File: config.mk
export PLATFORM = sky130hd
export DESIGN_NAME = signed_divider
export DESIGN_NICKNAME = d
export VERILOG_FILES = /design/src/rtl/signed_divider.sv
export SDC_FILE = /design/constraint.sdc
export NUM_CORES = 1
export LEC_CHECK = 0
export CORE_ASPECT_RATIO = 0.8
export CORE_MARGIN = 5
export CORE_UTILIZATION = 30
export CTS_CLUSTER_SIZE = 28
export DETAILED_ROUTE_END_ITERATION = 8
export MAX_ROUTING_LAYER = met4
export SETUP_SLACK_MARGIN = 0.02
export SYNTH_ARGS = -nofsm -noshare
export SYNTH_HDL_FRONTEND = slang
export SYNTH_SLANG_ARGS = --single-unit
File: constraint.sdc
create_clock -name clk -period 2 [get_ports clk]
set_input_delay 0.4 -clock clk [delete_from_list [all_inputs] [get_ports clk]]
set_output_delay 0.4 -clock clk [all_outputs]
set_load 0.01 [all_outputs]
File: src/rtl/signed_divider.sv
`timescale 1ns/1ps
// signed_divider
//   Sequential signed integer divider. It uses a restoring shift/subtract loop
//   and produces one quotient bit per cycle. The quotient is truncated toward
//   zero, and the remainder takes the sign of the dividend (or is zero). It uses
//   the same start/valid handshake as the Booth multiplier.
//
//   Optional feature macro: SIGNED_DIVIDER_DIV_ZERO_EN
//     defined   : a zero divisor is detected at acceptance. CALC is skipped and
//                 the result arrives one edge later with div_by_zero=1.
//     undefined : there is no detection and div_by_zero is tied low. A zero
//                 divisor runs the full loop and yields Q=all ones, R=X.
//
// Ports
//   clk          rising-edge clock
//   rst          asynchronous active-high reset
//   start        division request, honoured only while idle
//   X, Y         signed dividend / divisor, sampled on the accepting edge
//   Q, R         signed quotient / remainder, held until the next result
//   valid        one-cycle pulse when Q/R update
//   busy         high while an operation is in flight
//   overflow     -2^(N-1) / -1 flag, meaningful while valid is high
//   div_by_zero  zero-divisor flag, meaningful while valid is high
module signed_divider #(
  parameter int N = 8
) (
  input  logic         clk,
  input  logic         rst,
  input  logic         start,
  input  logic [N-1:0] X,
  input  logic [N-1:0] Y,
  output logic [N-1:0] Q,
  output logic [N-1:0] R,
  output logic         valid,
  output logic         busy,
  output logic         overflow,
  output logic         div_by_zero
);

  localparam int CW = $clog2(N + 1);
  localparam logic [CW-1:0] LAST = CW'(N - 1);

  typedef enum logic [1:0] {IDLE, CALC, FIX} state_t;

  state_t state, next_state;

  // The dividend magnitude shifts out of the top of this register.
  // Quotient bits shift into the bottom, so after N steps it holds |Q|.
  logic [N-1:0]  dividend;
  logic [N-1:0]  divisor;
  logic [N-1:0]  part_rem;
  logic [CW-1:0] count;
  logic          q_neg;
  logic          r_neg;
  logic          ovf_pend;
`ifdef SIGNED_DIVIDER_DIV_ZERO_EN
  logic          dz_pend;
`endif

  logic [N-1:0]  x_abs;
  logic [N-1:0]  y_abs;
  logic          y_zero;
  logic          is_ovf;
  logic [N:0]    shifted;
  logic          fits;

  // Operand magnitudes. Negating -2^(N-1) wraps back to 2^(N-1), and that
  // value is exactly right when read as an unsigned number.
  // The trial value needs N+1 bits. Once it passes the compare, the
  // difference is below the divisor and fits back into N bits.
  always_comb begin
    x_abs   = X[N-1] ? -X : X;
    y_abs   = Y[N-1] ? -Y : Y;
    y_zero  = (Y == '0);
    is_ovf  = (X == {1'b1, {(N-1){1'b0}}}) && (Y == '1);
    shifted = {part_rem, dividend[N-1]};
    fits    = (shifted >= {1'b0, divisor});
  end

  // State register
  always_ff @(posedge clk or posedge rst) begin
    if (rst) state <= IDLE;
    else     state <= next_state;
  end

  // Next-state logic
  always_comb begin
    next_state = state;
    case (state)
      IDLE: begin
        if (start) begin
`ifdef SIGNED_DIVIDER_DIV_ZERO_EN
          next_state = y_zero ? FIX : CALC;
`else
          next_state = CALC;
`endif
        end
      end
      CALC:    if (count == LAST) next_state = FIX;
      FIX:     next_state = IDLE;
      default: next_state = IDLE;
    endcase
  end

  assign busy = (state != IDLE);

  // Datapath and registered outputs.
  // A zero divisor has no sign, so it never requests quotient negation. The
  // all-ones quotient magnitude is then reported unchanged as -1, whichever
  // path produced it.
  always_ff @(posedge clk or posedge rst) begin
    if (rst) begin
      dividend <= '0;
      divisor  <= '0;
      part_rem <= '0;
      count    <= '0;
      q_neg    <= 1'b0;
      r_neg    <= 1'b0;
      ovf_pend <= 1'b0;
      Q        <= '0;
      R        <= '0;
      valid    <= 1'b0;
      overflow <= 1'b0;
`ifdef SIGNED_DIVIDER_DIV_ZERO_EN
      dz_pend     <= 1'b0;
      div_by_zero <= 1'b0;
`endif
    end else begin
      valid <= 1'b0;
      case (state)
        IDLE: begin
          if (start) begin
            q_neg    <= (X[N-1] ^ Y[N-1]) & ~y_zero;
            r_neg    <= X[N-1];
            dividend <= x_abs;
            divisor  <= y_abs;
            part_rem <= '0;
            count    <= '0;
            ovf_pend <= is_ovf;
`ifdef SIGNED_DIVIDER_DIV_ZERO_EN
            dz_pend  <= y_zero;
            if (y_zero) begin
              dividend <= '1;
              part_rem <= x_abs;
            end
`endif
          end
        end
        CALC: begin
          part_rem <= fits ? (shifted[N-1:0] - divisor) : shifted[N-1:0];
          dividend <= {dividend[N-2:0], fits};
          count    <= count + 1'b1;
        end
        FIX: begin
          Q        <= q_neg ? -dividend : dividend;
          R        <= r_neg ? -part_rem : part_rem;
          overflow <= ovf_pend;
          valid    <= 1'b1;
`ifdef SIGNED_DIVIDER_DIV_ZERO_EN
          div_by_zero <= dz_pend;
`endif
        end
        default: ;
      endcase
    end
  end

`ifndef SIGNED_DIVIDER_DIV_ZERO_EN
  assign div_by_zero = 1'b0;
`endif

endmodule

==> results of run 1 <==
==> report_power, final <==
part | internal, mW | switching [mW] | leakage, nW
Combinational | 1.86 | 1.74 | 1.05
Clock | 0.476 | 0.418 | 0.0748
Sequential | 1.48 | 0.436 | 0.629
Total | 3.82 | 2.60 | 1.76
==> per-stage QoR <==
step / instances / instance area [µm²]
6_report: 532 / 3930
5_1_grt: 532 / 3930
4_1_cts: 530 / 3880
3_5_place_dp: 519 / 3690
3_3_place_gp: 519 / 3690
2_1_floorplan: 330 / 2970
==> sequential cells by signal (all words and copies together) (netlist names) <==
register and count:
Q 8, divisor 8, q_neg 1, ovf_pend 1, R 8, overflow 1, count 4, part_rem 8
dividend 8, r_neg 1, valid 1, state 2
==> final timing paths <==
path / start / end / slack, ns
max in group asynchronous: rst / part_rem[0]$_DFFE_PP0P_ / 1.28
min in group asynchronous: rst / valid$_DFF_PP0_ / 0.48
hold reg to reg: ovf_pend$_DFFE_PP0P_ / ovf_pend$_DFFE_PP0P_ / 0.47
hold / removal: ovf_pend$_DFFE_PP0P_ / ovf_pend$_DFFE_PP0P_ / 0.47
setup / recovery: divisor[6]$_DFFE_PP0P_ / part_rem[2]$_DFFE_PP0P_ / 0.02
setup reg to reg: divisor[6]$_DFFE_PP0P_ / part_rem[2]$_DFFE_PP0P_ / 0.02
==> critical path, stage by stage (launching register included) <==
cell and delay (ns):
dfrtp_1 0.39, inv_2 0.07, ha_4 0.20, a21o_1 0.16
a211oi_2 0.24, o31a_1 0.19, a21boi_4 0.19, buf_6 0.14
mux2i_1 0.18, o21ai_1 0.08
==> metal layers <==
metal,wire length [µm],vias up,GRT usage
met4,34,0,0.0200
met3,411,4,0.0252
met1,3610,1106,0.189
li1,-,1254,-
met2,2910,57,0.174
met5,0,-,-
==> layout make-up <==
cell class	count	area (µm²)
Clock inverter	3	26.3
Tap cell	136	170
Multi-Input combinational cell	239	1580
Inverter	24	90.1
Sequential cell	51	1280
Timing Repair Buffer	74	664
Fill cell	946	5720
Clock buffer	5	125
==> synth_stat cells (all sizes together) (2+ instances only) <==
library cell	number	area, µm²
ha	14	175
o31a	2	17.5
a21oi	9	45.0
a21o	3	22.5
nand2	60	225
xor2	19	166
nor2b	5	31.3
a32oi	2	17.5
nor2	10	37.5
o31ai	7	71.3
nand4	3	18.8
mux2i	6	60.1
a22oi	6	45.0
o311ai	3	26.3
inv	24	90.1
nand3	7	35.0
buf	2	18.8
nand2b	7	43.8
xnor2	9	78.8
o21ai	45	225
dfrtp	51	1280
or3	5	36.3
nor3	3	15.0
clkbuf	14	52.6
==> cells by family after synthesis <==
logic type / after synthesis / share of synthesized area
xor+xnor: 28 / 0.0828
buf+inv: 40 / 0.0545
other cells: 1 / 0.00127
mux: 7 / 0.0241
fa+ha+maj: 15 / 0.0659
flops: 51 / 0.431
compound gates: 83 / 0.178
simple gates: 105 / 0.162
==> what timing repair did <==
item,in CTS,in global routing
gates resized for setup,5,9
hold buffers,0,0
pin swaps,2,6
setup endpoints to repair,7,9
setup buffers,3,2
==> qor.yml, run 1 <==
yosys:
  yosys_warnings: 0
  yosys_register_bits: 51
  yosysSeqAreaShare: 0.431
  synth_nets: 364
  syn_avg_cell_area_um2: 8.97
  ys_async_sr_fraction: 1.00
  syn-instance-count: 330
  synth.distinct_cells: 43
  synth_edf_count: 0
  synthFlopType: "dfrtp_1"
  syn_area_mm2: 0.00296
finish:
  drive_above_1_share: 0.157
  num_antenna_cells: 0
  nets: 429
  syn_to_final_growth_pct: 32.7
  final_cell_mix: "nand2_1, dfrtp_1, o21ai_0"
  utilization: 0.407
  final_common_cell: "nand2_1"
min_path:
  hold_depth: 2
  hp-class: "register to register"
outcome:
  status: "finished, final reports clean"
floorplanning:
  rows: 32
  core_mm2: 0.00965
  die_height_um: 98.9
  start_util: 0.307
  pin_count: 39
  die_w_um: 121
  die_area_mm2: 0.0120
timing:
  holdWs_ns: 0.472
  final-setup-viol-count: 0
  tns_ns: 0
  drv_slew: 0
  min_period_ns: 1.98
  post-route-period-util: 0.989
  finalClockSkew_ns: 0.00602
  setup_slack_ns: 0.0223
  fmaxAchievable_ghz: 0.506
  rsz0062_at_grt: "true"
  hold_viol_final: 0
global_route:
  grt_util_all_layers: 0.125
  grt_remaining_overflow: 0
  antenna_found_initial: 0
  grt_first_pass_wirelength_um: 11900
  first_global_vias: 2388
  grt_max_degree: 52
route:
  ant_nets: 0
  vias: 2421
  drt_wl_total_um: 6970
  wl_per_cell_um: 13.1
  first_pass_iters: 4
  drc_errors: 0
  vias_per_cell: 4.55
  first_iter_violations: 166
placement:
  pre_cts_ws_ns: -0.105
  place_hpwl_um: 5390
  io_buffers: 37
  gp_congestion: 0.901
setup_path:
  worst_ep_arrival_time_ns: 2.14
  crit_required_ns: 2.16
  cp_max_fo: 8
  startpoint_type: "register"
  worstRegToRegCells: 9
  critPathKind: "register to register"
  end_kind: "register"
cts:
  clock_path_buffers: 2
  cts_buffers: 5
  root_buffer: "clkbuf_16"
  cts_max_level: 2
  clk_latency_ns: 0.29
  clk_pin_slew_ns: 0.07
  clock-sinks: 51
  cts_tree: "built"
power:
  power_leakage_nw: 1.76
  power_mw: 6.41
  p_per_area_mw_per_mm2: 1630
  ir_drop_mv: 0.495
job:
  cap_violations: 0
Power figures use the tool's default switching activity.
==> inputs of run 2 (changes only) <==
--- a/config.mk
+++ b/config.mk
@@ -8,6 +8,7 @@
 export CORE_ASPECT_RATIO = 0.8
 export CORE_MARGIN = 5
 export CORE_UTILIZATION = 30
+export CTS_BUF_LIST = sky130_fd_sc_hd__clkbuf_4 sky130_fd_sc_hd__clkbuf_8 sky130_fd_sc_hd__clkbuf_16
 export CTS_CLUSTER_SIZE = 28
 export DETAILED_ROUTE_END_ITERATION = 8
 export MAX_ROUTING_LAYER = met4
==> constraint.sdc (replaced) <==
create_clock -name clk -period 1.8 [get_ports clk]
set_input_delay 0.36 -clock clk [delete_from_list [all_inputs] [get_ports clk]]
set_output_delay 0.36 -clock clk [all_outputs]
set_load 0.01 [all_outputs]
==> qor.yml, run 2 (synthesized netlist as in run 1, its figures left out) <==
finish:
  final_cell_area_mm2: 0.00421  # +7.2%
  fill_cells: 932  # -1.5%
  utilization: 0.437  # +0.0294
  fin_cells: 555  # +4.3%
  multiInputGateArea_mm2: 0.00165  # +5.0%
  num_antenna_cells: 0  # unchanged
  final_common_cell: "nand2_1"
  final_cell_mix: "nand2_1, buf_4, dfrtp_1"
  regArea_mm2: 0.00128  # unchanged
  drive_above_1_share: 0.236  # +0.0797
  syn_to_final_growth_pct: 42.3
  nets: 452  # +5.4%
timing:
  fmaxAchievable_ghz: 0.491  # -2.9%
  tns_ns: -1.66  # -1.66 ns
  holdWs_ns: 0.411  # -0.0610 ns
  post-route-period-util: 1.13  # +0.143
  hold_viol_final: 0  # unchanged
  final-setup-viol-count: 11  # +11
  setup_slack_ns: -0.237  # -0.259 ns
  rsz0062_at_grt: "true"
  finalClockSkew_ns: 0.00654  # +0.000522 ns
  drv_slew: 0  # unchanged
  min_period_ns: 2.04  # +0.0591 ns
  worst_slew_pin_slew_ns: 0.500
  relSlewSlack: 0.666
setup_path:
  path_delay_family: "compound AO/OA/AOI/OAI gates"
  worstRegToRegCells: 8  # -1
  startpoint_type: "register"
  worst_ep_arrival_time_ns: 2.23  # +0.09 ns
  cp_max_fo: 5  # -3
  end_kind: "register"
  worst-path-stages: 8  # -1
  path_buf_inv: 3  # +1
  path_cells: "ha_1 > nand3_2 > o31a_1 > a21boi_2 > buf_6 > buf_4 > buf_6 > o311ai_1"
  crit_path_top_delay_cell: "dfrtp_1"
  critPathKind: "register to register"
  critPathMostFrequentCell: "buf_6"
  slowest_delay_ns: 0.42  # +0.03 ns
  crit_required_ns: 2.00  # -0.16 ns
cts:
  hold_buffers: 0  # unchanged
  clk_latency_ns: 0.30  # about the same
  cts_buffers: 5  # unchanged
  root_buffer: "clkbuf_16"
  cts_tree: "built"
  clock-sinks: 51  # unchanged
  clk_pin_slew_ns: 0.07  # about the same
  clock_path_buffers: 2  # unchanged
  cts_max_level: 2  # unchanged
global_route:
  grt_util_all_layers: 0.130  # +0.00524
  antenna_found_initial: 0  # unchanged
  grt_remaining_overflow: 0  # unchanged
  grt_first_pass_wirelength_um: 12200  # +2.3%
  first_global_vias: 2515  # +5.3%
  grt_max_degree: 34  # -35%
placement:
  io_buffers: 37  # unchanged
  place_hpwl_um: 5540  # +2.8%
  post-place-cells: 538  # +3.7%
  dpl_cell_area_mm2: 0.00386  # +4.4%
  gp_congestion: 0.800  # -11%
route:
  ant_nets: 0  # unchanged
  drt_wl_total_um: 7190  # +3.1%
  wl_per_cell_um: 12.9  # -1.1%
  first_iter_violations: 113  # -32%
  drc_errors: 0  # unchanged
  vias: 2526  # +4.3%
  vias_per_cell: 4.55  # about the same
  first_pass_iters: 4  # unchanged
floorplanning:
  core_mm2: 0.00965  # unchanged
  pin_count: 39  # unchanged
  die_height_um: 98.9  # unchanged
  start_util: 0.307  # unchanged
  die_area_mm2: 0.0120  # unchanged
  die_w_um: 121  # unchanged
  rows: 32  # unchanged
power:
  ir_drop_mv: 0.664  # +34%
  power_leakage_nw: 1.90  # +8.0%
  p_per_area_mw_per_mm2: 1870  # +15%
min_path:
  hp-class: "input port to asynchronous set/reset pin"
outcome:
  violations: "setup timing"
  status: "complete, but fails checks"
job:
  cap_violations: 0  # unchanged
[run 2: worst paths after layout]
kind	to	slack [ns]	startpoint
max	part_rem[3]$_DFFE_PP0P_	-0.24	part_rem[1]$_DFFE_PP0P_
min in group clk	Q[1]$_DFFE_PP0P_	0.48	Q[1]$_DFFE_PP0P_
max in group asynchronous	R[7]$_DFFE_PP0P_	0.88	rst
min reg2reg	Q[1]$_DFFE_PP0P_	0.48	Q[1]$_DFFE_PP0P_
min	Q[0]$_DFFE_PP0P_	0.41	rst
max reg2reg	part_rem[3]$_DFFE_PP0P_	-0.24	part_rem[1]$_DFFE_PP0P_
[run 2: routing by layer]
layer,global-route usage,vias to the layer above,wire (µm)
li1,-,1301,-
met1,0.191,1161,3780
met2,0.179,54,2950
met3,0.0264,10,342
met4,0.0401,0,113
met5,-,-,0
[run 2: final cells by class]
class / instances / area share
clock buffers: 6 / 0.0315
clock inverters: 2 / 0.00891
inverters: 24 / 0.0214
multi-input cells: 239 / 0.393
flip-flops and latches: 51 / 0.303
well taps: 136 / 0.0404
repair buffers: 97 / 0.202
[run 2: report_power, final]
part           switching [mW]  internal (mW)
sequential              0.480           1.65
clock                   0.430          0.672
combinational            2.15           2.51
total                    3.06           4.83
[run 2: timing repair]
item	CTS	global route
setup endpoints to repair	11	14
pin swaps	12	5
resized for setup	18	12
setup buffers	7	3
hold endpoints to repair	0	0
[run 2: through the flow]
| step | total power, mW | setup WS (ns) |
|---|---|---|
| floorplan | 4.50 | -0.0938 |
| global placement | 6.08 | -0.203 |
| detailed placement | 6.19 | -0.271 |
| CTS | 7.75 | -0.156 |
| global route | 8.55 | -0.358 |
| finish | 7.89 | -0.237 |
